File: config.mk
export PLATFORM = sky130hd
export DESIGN_NAME = arb_fifo_int
export DESIGN_NICKNAME = d
export VERILOG_FILES = /design/src/rtl/arb_fifo_int.sv
export SDC_FILE = /design/constraint.sdc
export NUM_CORES = 1
export LEC_CHECK = 0
export ABC_AREA = 1
export BUFFER_PORTS_ARGS = -buffer_cell sky130_fd_sc_hd__buf_2
export CAP_MARGIN = 10
export CORE_AREA = 3 3 315 317
export CTS_CLUSTER_DIAMETER = 30
export DETAILED_ROUTE_END_ITERATION = 10
export DIE_AREA = 0 0 318 320
export PLACE_DENSITY = 0.47
export SLEW_MARGIN = 20
export SYNTH_ARGS = -nofsm -noshare
export SYNTH_HDL_FRONTEND = slang
export SYNTH_SLANG_ARGS = --single-unit
File: constraint.sdc
create_clock -name clk -period 7.3 [get_ports clk]
set_clock_uncertainty 0.1 [all_clocks]
set_input_delay 1.095 -clock clk [delete_from_list [all_inputs] [get_ports clk]]
set_output_delay 1.095 -clock clk [all_outputs]
set_load 0.02 [all_outputs]
File: src/rtl/arb_fifo_int.sv
// arb_fifo_int: four per-lane packet FIFOs merged into one byte stream by a packet-granular arbiter.
// Winner selection is round-robin by default. Defining ARB_FIFO_INT_FIXED_PRIO_EN switches it to
// fixed priority, with lane 0 highest.
module arb_fifo_int #(
  parameter int DEPTH = 16
) (
  input  logic        clk,
  input  logic        reset,
  input  logic [31:0] in_data,
  input  logic [3:0]  in_ctl,
  output logic [7:0]  out_data,
  output logic        out_ctl,
  output logic [3:0]  grant,
  output logic [3:0]  lane_rdy,
  output logic [3:0]  ovf
);
  localparam int AW = $clog2(DEPTH);
  localparam logic [AW:0] FULL = (AW+1)'(DEPTH);
  localparam logic [0:0] IDLE = 1'b0;
  localparam logic [0:0] SEND = 1'b1;
  logic       state;
  logic [1:0] cur;
  logic [1:0] win;
  logic [8:0] head [4];
  logic [3:0] pop;
  logic [3:0] pop_last;
`ifndef ARB_FIFO_INT_FIXED_PRIO_EN
  logic [1:0] last_win;
`endif
  assign pop = (state == SEND) ? grant : 4'b0000;
  genvar i;
  for (i = 0; i < 4; i++) begin : g_lane
    logic [8:0]    mem [DEPTH];
    logic [AW:0]   wr_ptr;
    logic [AW:0]   rd_ptr;
    logic [AW:0]   used;
    logic [AW:0]   pkts;
    logic [AW-1:0] nxt_a;
    logic [7:0]    d;
    logic          c;
    logic          open;
    logic          hdr;
    logic          wr;
    logic          full;
    logic          close;
    logic          ovf_r;
    assign d = in_data[8*i +: 8];
    assign c = in_ctl[i];
    assign hdr = c && d != 8'h00;
    assign wr = hdr || (!c && open);
    assign close = c && open;
    assign used = wr_ptr - rd_ptr;
    assign full = used == FULL;
    assign nxt_a = rd_ptr[AW-1:0] + AW'(1);
    assign head[i] = mem[rd_ptr[AW-1:0]];
    assign pop_last[i] = pop[i] && (used == (AW+1)'(1) || mem[nxt_a][8]);
    assign lane_rdy[i] = pkts != '0;
    assign ovf[i] = ovf_r;
    // Entry storage: header and payload bytes only, writes into a full FIFO are lost
    always_ff @(posedge clk)
      if (wr && !full) mem[wr_ptr[AW-1:0]] <= {c, d};
    // Pointers, open-packet flag, complete-packet count and sticky overflow
    always_ff @(posedge clk or negedge reset)
      if (!reset) begin
        wr_ptr <= '0;
        rd_ptr <= '0;
        pkts   <= '0;
        open   <= 1'b0;
        ovf_r  <= 1'b0;
      end else begin
        if (wr && !full) wr_ptr <= wr_ptr + (AW+1)'(1);
        if (pop[i]) rd_ptr <= rd_ptr + (AW+1)'(1);
        if (wr && full) ovf_r <= 1'b1;
        if (c) open <= hdr;
        pkts <= pkts + (AW+1)'(close) - (AW+1)'(pop_last[i]);
      end
  end
  // Pick the first lane holding a complete packet in search order
  always_comb begin
    win = 2'd0;
`ifdef ARB_FIFO_INT_FIXED_PRIO_EN
    for (int k = 3; k >= 0; k--) if (lane_rdy[k]) win = 2'(k);
`else
    for (int k = 4; k >= 1; k--) if (lane_rdy[last_win + 2'(k)]) win = last_win + 2'(k);
`endif
  end
  // IDLE/SEND arbiter: lock a grant for a whole packet, stream it, then idle for at least one cycle
  always_ff @(posedge clk or negedge reset)
    if (!reset) begin
      state    <= IDLE;
      grant    <= 4'b0000;
      cur      <= 2'd0;
      out_ctl  <= 1'b1;
      out_data <= 8'h00;
`ifndef ARB_FIFO_INT_FIXED_PRIO_EN
      last_win <= 2'd3;
`endif
    end else if (state == IDLE) begin
      {out_ctl, out_data} <= 9'h100;
      if (|lane_rdy) begin
        state <= SEND;
        grant <= 4'b0001 << win;
        cur   <= win;
`ifndef ARB_FIFO_INT_FIXED_PRIO_EN
        last_win <= win;
`endif
      end
    end else begin
      {out_ctl, out_data} <= head[cur];
      if (pop_last[cur]) begin
        state <= IDLE;
        grant <= 4'b0000;
      end
    end
endmodule

# Word-level counts from Yosys, hierarchy flattened
# Memories as Yosys holds them, arrays and structs flattened.
# Cells that the tools add are included.
# Widths: inputs -> output; s select.
totals:
  rom_bits: 0
  ram_bits: 576
  memories: 4
  regBits: 86
  elab_cells: 161
  latch_bits: 0
  output_inout_bits: 21
  input_bits: 38
classes:
  n_mux: 34
  magnitude_cmp: 6
  addsub: 27
  n_reduce_logical: 52
  eq_ne: 9
  n_shift: 1
  mul: 0
  div_mod_pow: 0
  bitwise: 2
memory_table:
  columns: ["memory", "words", "width", "read_ports", "rd_ports_with_merged_regs", "wr", "line_no", "text"]
  rows:
  - ["g_lane[0].mem", 16, 9, 2, 0, 1, "33", "logic [8:0] mem [DEPTH];"]
  - ["g_lane[1].mem", 16, 9, 2, 0, 1, "33", null]
  - ["g_lane[2].mem", 16, 9, 2, 0, 1, "33", null]
  - ["g_lane[3].mem", 16, 9, 2, 0, 1, "33", null]
op_table:
  columns: ["operator", "n"]
  rows:
  - ["$add 5x1->5 const B", 8]
  - ["$reduce_bool 8->1", 4]
  - ["$logic_and 1x1->1", 24]
  - ["$add 5x1->5", 4]
  - ["$eq 5x1->1 const B", 4]
  - ["$eq 5x5->1 const B", 4]
  - ["$reduce_bool 5->1", 4]
  - ["$sub 5x1->5", 4]
  - ["$sub 5x5->5", 4]
  - ["$bmux 9 s2", 1]
  - ["$mux 9", 2]
  - ["$mux 1", 17]
  - ["$add 4x1->4 const B", 4]
  - ["$mux 4", 4]
  - ["$lt 2x3->1 const B", 5]
  - ["$bmux 1 s2", 5]
  - ["$logic_not 1->1", 8]
  - ["$logic_or 1x1->1", 8]
  - ["$mux 2", 4]
  - ["$mux 8", 1]
  - ["$add 2x2->2 const B", 2]
  - ["$reduce_and 2->1", 2]
  - ["$reduce_or 4->1", 1]
  - ["$shl 1x2->4 const A", 1]
  - ["6 further kinds", 6]

# Logic depth before layout (Yosys ltp)
depth:
  word_depth: 10
  depth_mapped: 22
  depth_no_buf: 20

# Worst setup path after synthesis
# No wires, ideal clock.
synth_path:
  kind: "register -> register"
  from: "register g_lane[2].rd_ptr[2]"
  to: "register g_lane[2].pkts[4]"
  slack_ns: 4.109
  path_buffers: 2
  stages_incl_launch_ff: 21
  arrival_time_ns: 3.012
  required_time_ns: 7.121
  synth_period_minus_slack_ns: 3.191
  setup_ns: 0.079
  cell_sequence: "dfrtp_1 -> buf_4 -> inv_1 -> clkbuf_1 -> ha_1 -> a21oi_1 -> nand3_1 -> nand2_1 -> nor2_1 -> nand2_1 -> nand3_1 -> nand2_1 -> inv_1 -> ha_1 -> inv_1 -> ha_1 -> fa_1 -> a21oi_1 -> nor2_1 -> nor2_1 -> xor2_1"
synth_via:
  elab_chain_len: 5
  word_cells_on_any_way: 7
  classes_between: "add/sub: 3; eq/ne: 1; reduce/logical: 2; memory: 1"
synth_rtl:
  columns: ["item", "line_no", "text"]
  rows:
  - ["start: declaration", "35", "logic [AW:0] rd_ptr;"]
  - ["start signal: assignment", "72", "if (pop[i]) rd_ptr <= rd_ptr + (AW+1)'(1);"]
  - ["$add 4x1->4 or $sub 5x5->5 (tied branches)", "54, 52", null]
  - ["$mem_v2 16x9 or $eq 5x1->1 (tied branches)", null, null]
  - ["$logic_or 1x1->1 *", "56", "assign pop_last[i] = pop[i] && (used == (AW+1)'(1) || mem[nxt_a][8]);"]
  - ["$logic_and 1x1->1 *", "56", null]
  - ["$sub 5x1->5 *", "75", "pkts <= pkts + (AW+1)'(close) - (AW+1)'(pop_last[i]);"]
  - ["end signal: assignment", "75", null]
  - ["end: declaration", "37", "logic [AW:0] pkts;"]
# Every way passes the cells marked *; elsewhere a longest branch is shown, timed or not.
# A chain may end at the register's enable or synchronous reset.

# Final worst setup path
layout_path:
  from: "register g_lane[3].rd_ptr[2]"
  to: "register g_lane[3].pkts[4]"
layout_via:
  elab_chain_len: 5
  word_cells_on_any_way: 7
  classes_between: "add/sub: 3; eq/ne: 1; reduce/logical: 2; memory: 1"
layout_rtl:
  columns: ["item", "line_no"]
  rows:
  - ["start: declaration", "35"]
  - ["start signal: assignment", "72"]
  - ["$add 4x1->4 or $sub 5x5->5 (tied branches)", "54, 52"]
  - ["$mem_v2 16x9 or $eq 5x1->1 (tied branches)", null]
  - ["$logic_or 1x1->1 *", "56"]
  - ["$logic_and 1x1->1 *", "56"]
  - ["$sub 5x1->5 *", "75"]
  - ["end signal: assignment", "75"]
  - ["end: declaration", "37"]
# Marked as above.

==> impl_metrics.prom <==
# TYPE chip_impl_metric gauge
chip_impl_info{name="status",value="finished clean"} 1
chip_impl_metric{name="grt_remaining_overflow",unit=""} 0
chip_impl_metric{name="dp_hpwl",unit="um"} 50570
chip_impl_info{name="most_common_cell_after_layout_fill_and_taps_aside",value="edfxtp_1"} 1
chip_impl_metric{name="ys_ff_latch",unit=""} 662
chip_impl_metric{name="layout_min_cycle_time",unit="ns"} 4.382
chip_impl_metric{name="critPathArrivalTime",unit="ns"} 4.86
chip_impl_info{name="flip_flop_cell_with_the_highest_count_after_synthesis",value="edfxtp_1"} 1
chip_impl_metric{name="die-height",unit="um"} 320
chip_impl_info{name="cpMostUsedCell",value="nand2_1"} 1
chip_impl_info{name="root_buffer",value="clkbuf_16"} 1
chip_impl_metric{name="worstSkewPairLatency",unit="ns"} 0.71
chip_impl_metric{name="drt_pass1_iterations",unit=""} 5
chip_impl_metric{name="chipWidth",unit="um"} 318
chip_impl_info{name="yosys-top-cells-area",value="edfxtp_1 60%, dfrtp_1 7.2%, nor2_1 4.8%"} 1
chip_impl_metric{name="clkSinkCount",unit=""} 662
chip_impl_info{name="top_delay_family_on_crit_path",value="adder cells"} 1
chip_impl_metric{name="powerDensity",unit="nW/um^2"} 502.0
chip_impl_metric{name="syn_area",unit="sq um"} 28990
chip_impl_info{name="most-common-layout-cells",value="576 x edfxtp_1, 374 x nor2_1, 311 x nand2_1, 266 x o21ai_0, 157 x clkbuf_16"} 1
chip_impl_metric{name="share_comb_of_total_power",unit="%"} 30.5
chip_impl_metric{name="worst_path_largest_cell_delay",unit="ns"} 0.89
chip_impl_metric{name="drive_gt1_share",unit="%"} 13.18
chip_impl_metric{name="tritoncts.num_buffers",unit=""} 152
chip_impl_metric{name="floorplan.die_area",unit="sq um"} 101800
chip_impl_metric{name="final_hold_viol_count",unit=""} 0
chip_impl_metric{name="start_util",unit="%"} 30.02
chip_impl_metric{name="power.leakage",unit="nW"} 12.92
chip_impl_metric{name="critical_path.n_buffers_inverters",unit=""} 4
chip_impl_info{name="netlist.top_cell.by_area",value="edfxtp_1"} 1
chip_impl_metric{name="ir_drop",unit="mV"} 0.2041
chip_impl_metric{name="totalNegativeSetupSlack",unit="ns"} 0
chip_impl_metric{name="routabilityCongestion",unit=""} 0.8459
chip_impl_metric{name="synth.yosys.seq_area_share",unit="%"} 67.11
chip_impl_metric{name="async_flop_share",unit="%"} 12.99
chip_impl_info{name="end_kind",value="flip-flop"} 1
chip_impl_metric{name="synth_cell_type_count",unit=""} 54
chip_impl_info{name="timing.critical_path.cells",value="inv_1, ha_1, a21oi_1, nand2_1, nand2_1, nand2_1, nand4_1, nand2_1, nand2_1, inv_1, ha_1, inv_1, ha_1, inv_1, fa_1, o21ai_0, a21oi_1, xor2_1"} 1
chip_impl_metric{name="post_drt_via_cell_ratio",unit=""} 4.937
chip_impl_metric{name="layout.core_utilization",unit="%"} 36.61
chip_impl_info{name="rsz0062_at_grt",value="no"} 1
chip_impl_metric{name="p_seq_share",unit="%"} 31.7
chip_impl_metric{name="grt_first_pass_wirelength",unit="um"} 123500
chip_impl_metric{name="initial_drc_count",unit=""} 1675
chip_impl_metric{name="switching_share",unit="%"} 36.52
chip_impl_info{name="cp_slowest_cell",value="dfrtp_1"} 1
chip_impl_metric{name="period_share",unit="%"} 60.02
chip_impl_metric{name="drv_cap",unit=""} 0
chip_impl_metric{name="via_count",unit=""} 19600
chip_impl_metric{name="synth.yosys.warnings",unit=""} 0
chip_impl_metric{name="placement.cell_area",unit="sq um"} 30220
chip_impl_metric{name="htree_levels",unit=""} 4
chip_impl_metric{name="syn-num-nets",unit=""} 2578
chip_impl_metric{name="synth.avg_cell_area",unit="sq um"} 11.73
chip_impl_metric{name="fin_total_pwr",unit="W"} 0.01775
chip_impl_metric{name="cell_internal_pwr",unit="W"} 0.01127
chip_impl_metric{name="dr_wl_cell",unit="um"} 20.31
chip_impl_metric{name="post_cts_resized",unit=""} 0
chip_impl_metric{name="netlist_instances",unit=""} 2472
chip_impl_metric{name="largest_net_degree_at_the_start_of_global_routing",unit=""} 83
chip_impl_metric{name="route.antenna.remaining_nets",unit=""} 0
chip_impl_metric{name="stdcell_area",unit="sq um"} 35350
chip_impl_metric{name="clk_pin_slew",unit="ns"} 0.04
chip_impl_metric{name="timing.fmax",unit="GHz"} 0.2282
chip_impl_metric{name="clkPwrFrac",unit="%"} 37.7
chip_impl_metric{name="clock_tree.buffer_depth",unit=""} 3
chip_impl_info{name="cts_tree",value="yes"} 1
chip_impl_info{name="worstHoldPathType",value="primary input to asynchronous set/reset pin"} 1
chip_impl_metric{name="nNetsFinal",unit=""} 2674
chip_impl_metric{name="worstPathMaxFanout",unit=""} 22
chip_impl_metric{name="via_count_of_the_first_global_routing_pass",unit=""} 20100
chip_impl_metric{name="num_antenna_cells",unit=""} 0
chip_impl_metric{name="grtUsageTotal",unit="%"} 15.77
chip_impl_metric{name="initial_antenna_violation_count",unit=""} 1
chip_impl_metric{name="areaGrowthSynthToFinish",unit="%"} 21.96
chip_impl_metric{name="synth_edf_count",unit=""} 576
chip_impl_metric{name="timing_worst_slew_pin_value",unit="ns"} 1.084
chip_impl_metric{name="postRouteWirelength",unit="um"} 80600
chip_impl_metric{name="post_cts_buffers",unit=""} 0
chip_impl_info{name="category_of_the_worst_setup_path_launch_point",value="flip-flop"} 1
chip_impl_metric{name="relSlewSlack",unit="%"} 27.44
chip_impl_metric{name="remaining_drc_errors",unit=""} 0
chip_impl_metric{name="final_max_slew_viol_count",unit=""} 0
chip_impl_metric{name="core.rowCount",unit=""} 114
chip_impl_metric{name="p_sw",unit="W"} 0.006481
chip_impl_metric{name="ioPinCount",unit=""} 59
chip_impl_metric{name="fp.coreArea",unit="sq um"} 96570
chip_impl_metric{name="portBuffers",unit=""} 58
chip_impl_info{name="setup_crit_path_kind",value="flip-flop to flip-flop"} 1
chip_impl_metric{name="critical_path_required",unit="ns"} 7.78
chip_impl_metric{name="post-synth-top-area-fraction",unit="%"} 59.67
chip_impl_metric{name="cts_hold_buf",unit=""} 0
chip_impl_metric{name="setup_violations",unit=""} 0
==> metrics by stage <==
step / std cells / worst slack, ns / hold WS, ns
after floorplan: 2472 / 4.109 / 0.3289
after global placement: 3690 / 3.153 / 0.3475
after detailed placement: 3690 / 2.930 / 0.3425
after CTS: 3969 / 2.908 / 0.1722
after global routing: 3969 / 2.592 / 0.2053
final: 3969 / 2.918 / 0.2087
==> cell families after synthesis <==
| family | Yosys count | synth area share [%] |
|---|---|---|
| multiplexers | 1 | 0.03453 |
| XOR/XNOR | 51 | 1.541 |
| AO/OA/AOI/OAI | 538 | 10.61 |
| AND/OR/NAND/NOR | 883 | 13.06 |
| buffers and inverters | 269 | 4.502 |
| adder cells (fa/ha/maj) | 68 | 3.142 |
| flip-flops | 662 | 67.11 |
==> sequential cells by signal, indices dropped and copies added (netlist names) <==
name / cells
g_lane.mem: 576
g_lane.pkts: 20
g_lane.rd_ptr: 20
g_lane.wr_ptr: 20
out_data: 8
g_lane.open: 4
g_lane.ovf_r: 4
grant: 4
cur: 2
last_win: 2
out_ctl: 1
state: 1
==> cell type report <==
type                       count  area (sq um)
clock buffer                 198          4193
multi-input combinational   1541          8230
timing repair buffer          73         405.4
tap                         1276          1597
inverter                     138         528.0
clock inverter                81         942.2
sequential                   662         19460
fill                        9270         61210
==> cells in the mapped netlist (2+ instances only) <==
library cell / instances
nor3_1: 6
buf_8: 2
xor2_1: 42
nand4_1: 14
clkbuf_1: 42
inv_2: 4
ha_1: 60
nand3b_1: 8
nor2_2: 2
nand2_4: 4
o221ai_1: 43
a211oi_1: 7
nand2_2: 6
xnor2_1: 9
o22ai_1: 107
dfstp_2: 3
buf_2: 42
nand2_1: 311
inv_4: 2
nand3_1: 128
o21ai_0: 266
o21ai_1: 17
nand3_2: 4
fa_1: 8
a21o_1: 4
edfxtp_1: 576
a21oi_1: 71
and3_4: 2
buf_4: 28
buf_6: 14
inv_1: 130
nor2_4: 9
nor4_1: 7
dfrtp_1: 83
nor2_1: 374
buf_1: 3
o211ai_1: 15
a31oi_1: 3
==> power by group through the flow <==
stage	clock network (W)	registers, W	logic (W)
after floorplan	0	0.00539	0.00397
after global placement	0	0.00568	0.00537
after detailed placement	0	0.00569	0.00544
after CTS	0.00681	0.00564	0.00546
after global routing	0.00703	0.00572	0.00604
final	0.00670	0.00563	0.00542
==> metal layers <==
| metal | routed length [um] | vias up | GRT usage, % |
|---|---|---|---|
| met5 | 0 | - | 0 |
| met4 | 1995 | 0 | 5.689 |
| met3 | 4069 | 142 | 3.063 |
| met2 | 38440 | 595 | 25.76 |
| met1 | 36090 | 9747 | 20.92 |
| li1 | - | 9111 | - |
==> final timing paths <==
kind | from | to | slack, ns | depth (start not counted)
worst max register to register | g_lane[3].rd_ptr[2]$_DFFE_PN0P_ | g_lane[3].pkts[4]$_DFF_PN0_ | 2.92 | 18
min in group clk | g_lane[2].ovf_r$_DFFE_PN0P_ | g_lane[2].ovf_r$_DFFE_PN0P_ | 0.35 | 1
worst min-delay path | reset | g_lane[1].rd_ptr[3]$_DFFE_PN0P_ | 0.21 | 1
max in group asynchronous | reset | g_lane[3].rd_ptr[0]$_DFFE_PN0P_ | 5.57 | 2
worst min register to register | g_lane[2].ovf_r$_DFFE_PN0P_ | g_lane[2].ovf_r$_DFFE_PN0P_ | 0.35 | 1
worst max-delay path | g_lane[3].rd_ptr[2]$_DFFE_PN0P_ | g_lane[3].pkts[4]$_DFF_PN0_ | 2.92 | 18
Power figures use the tool's default switching activity.
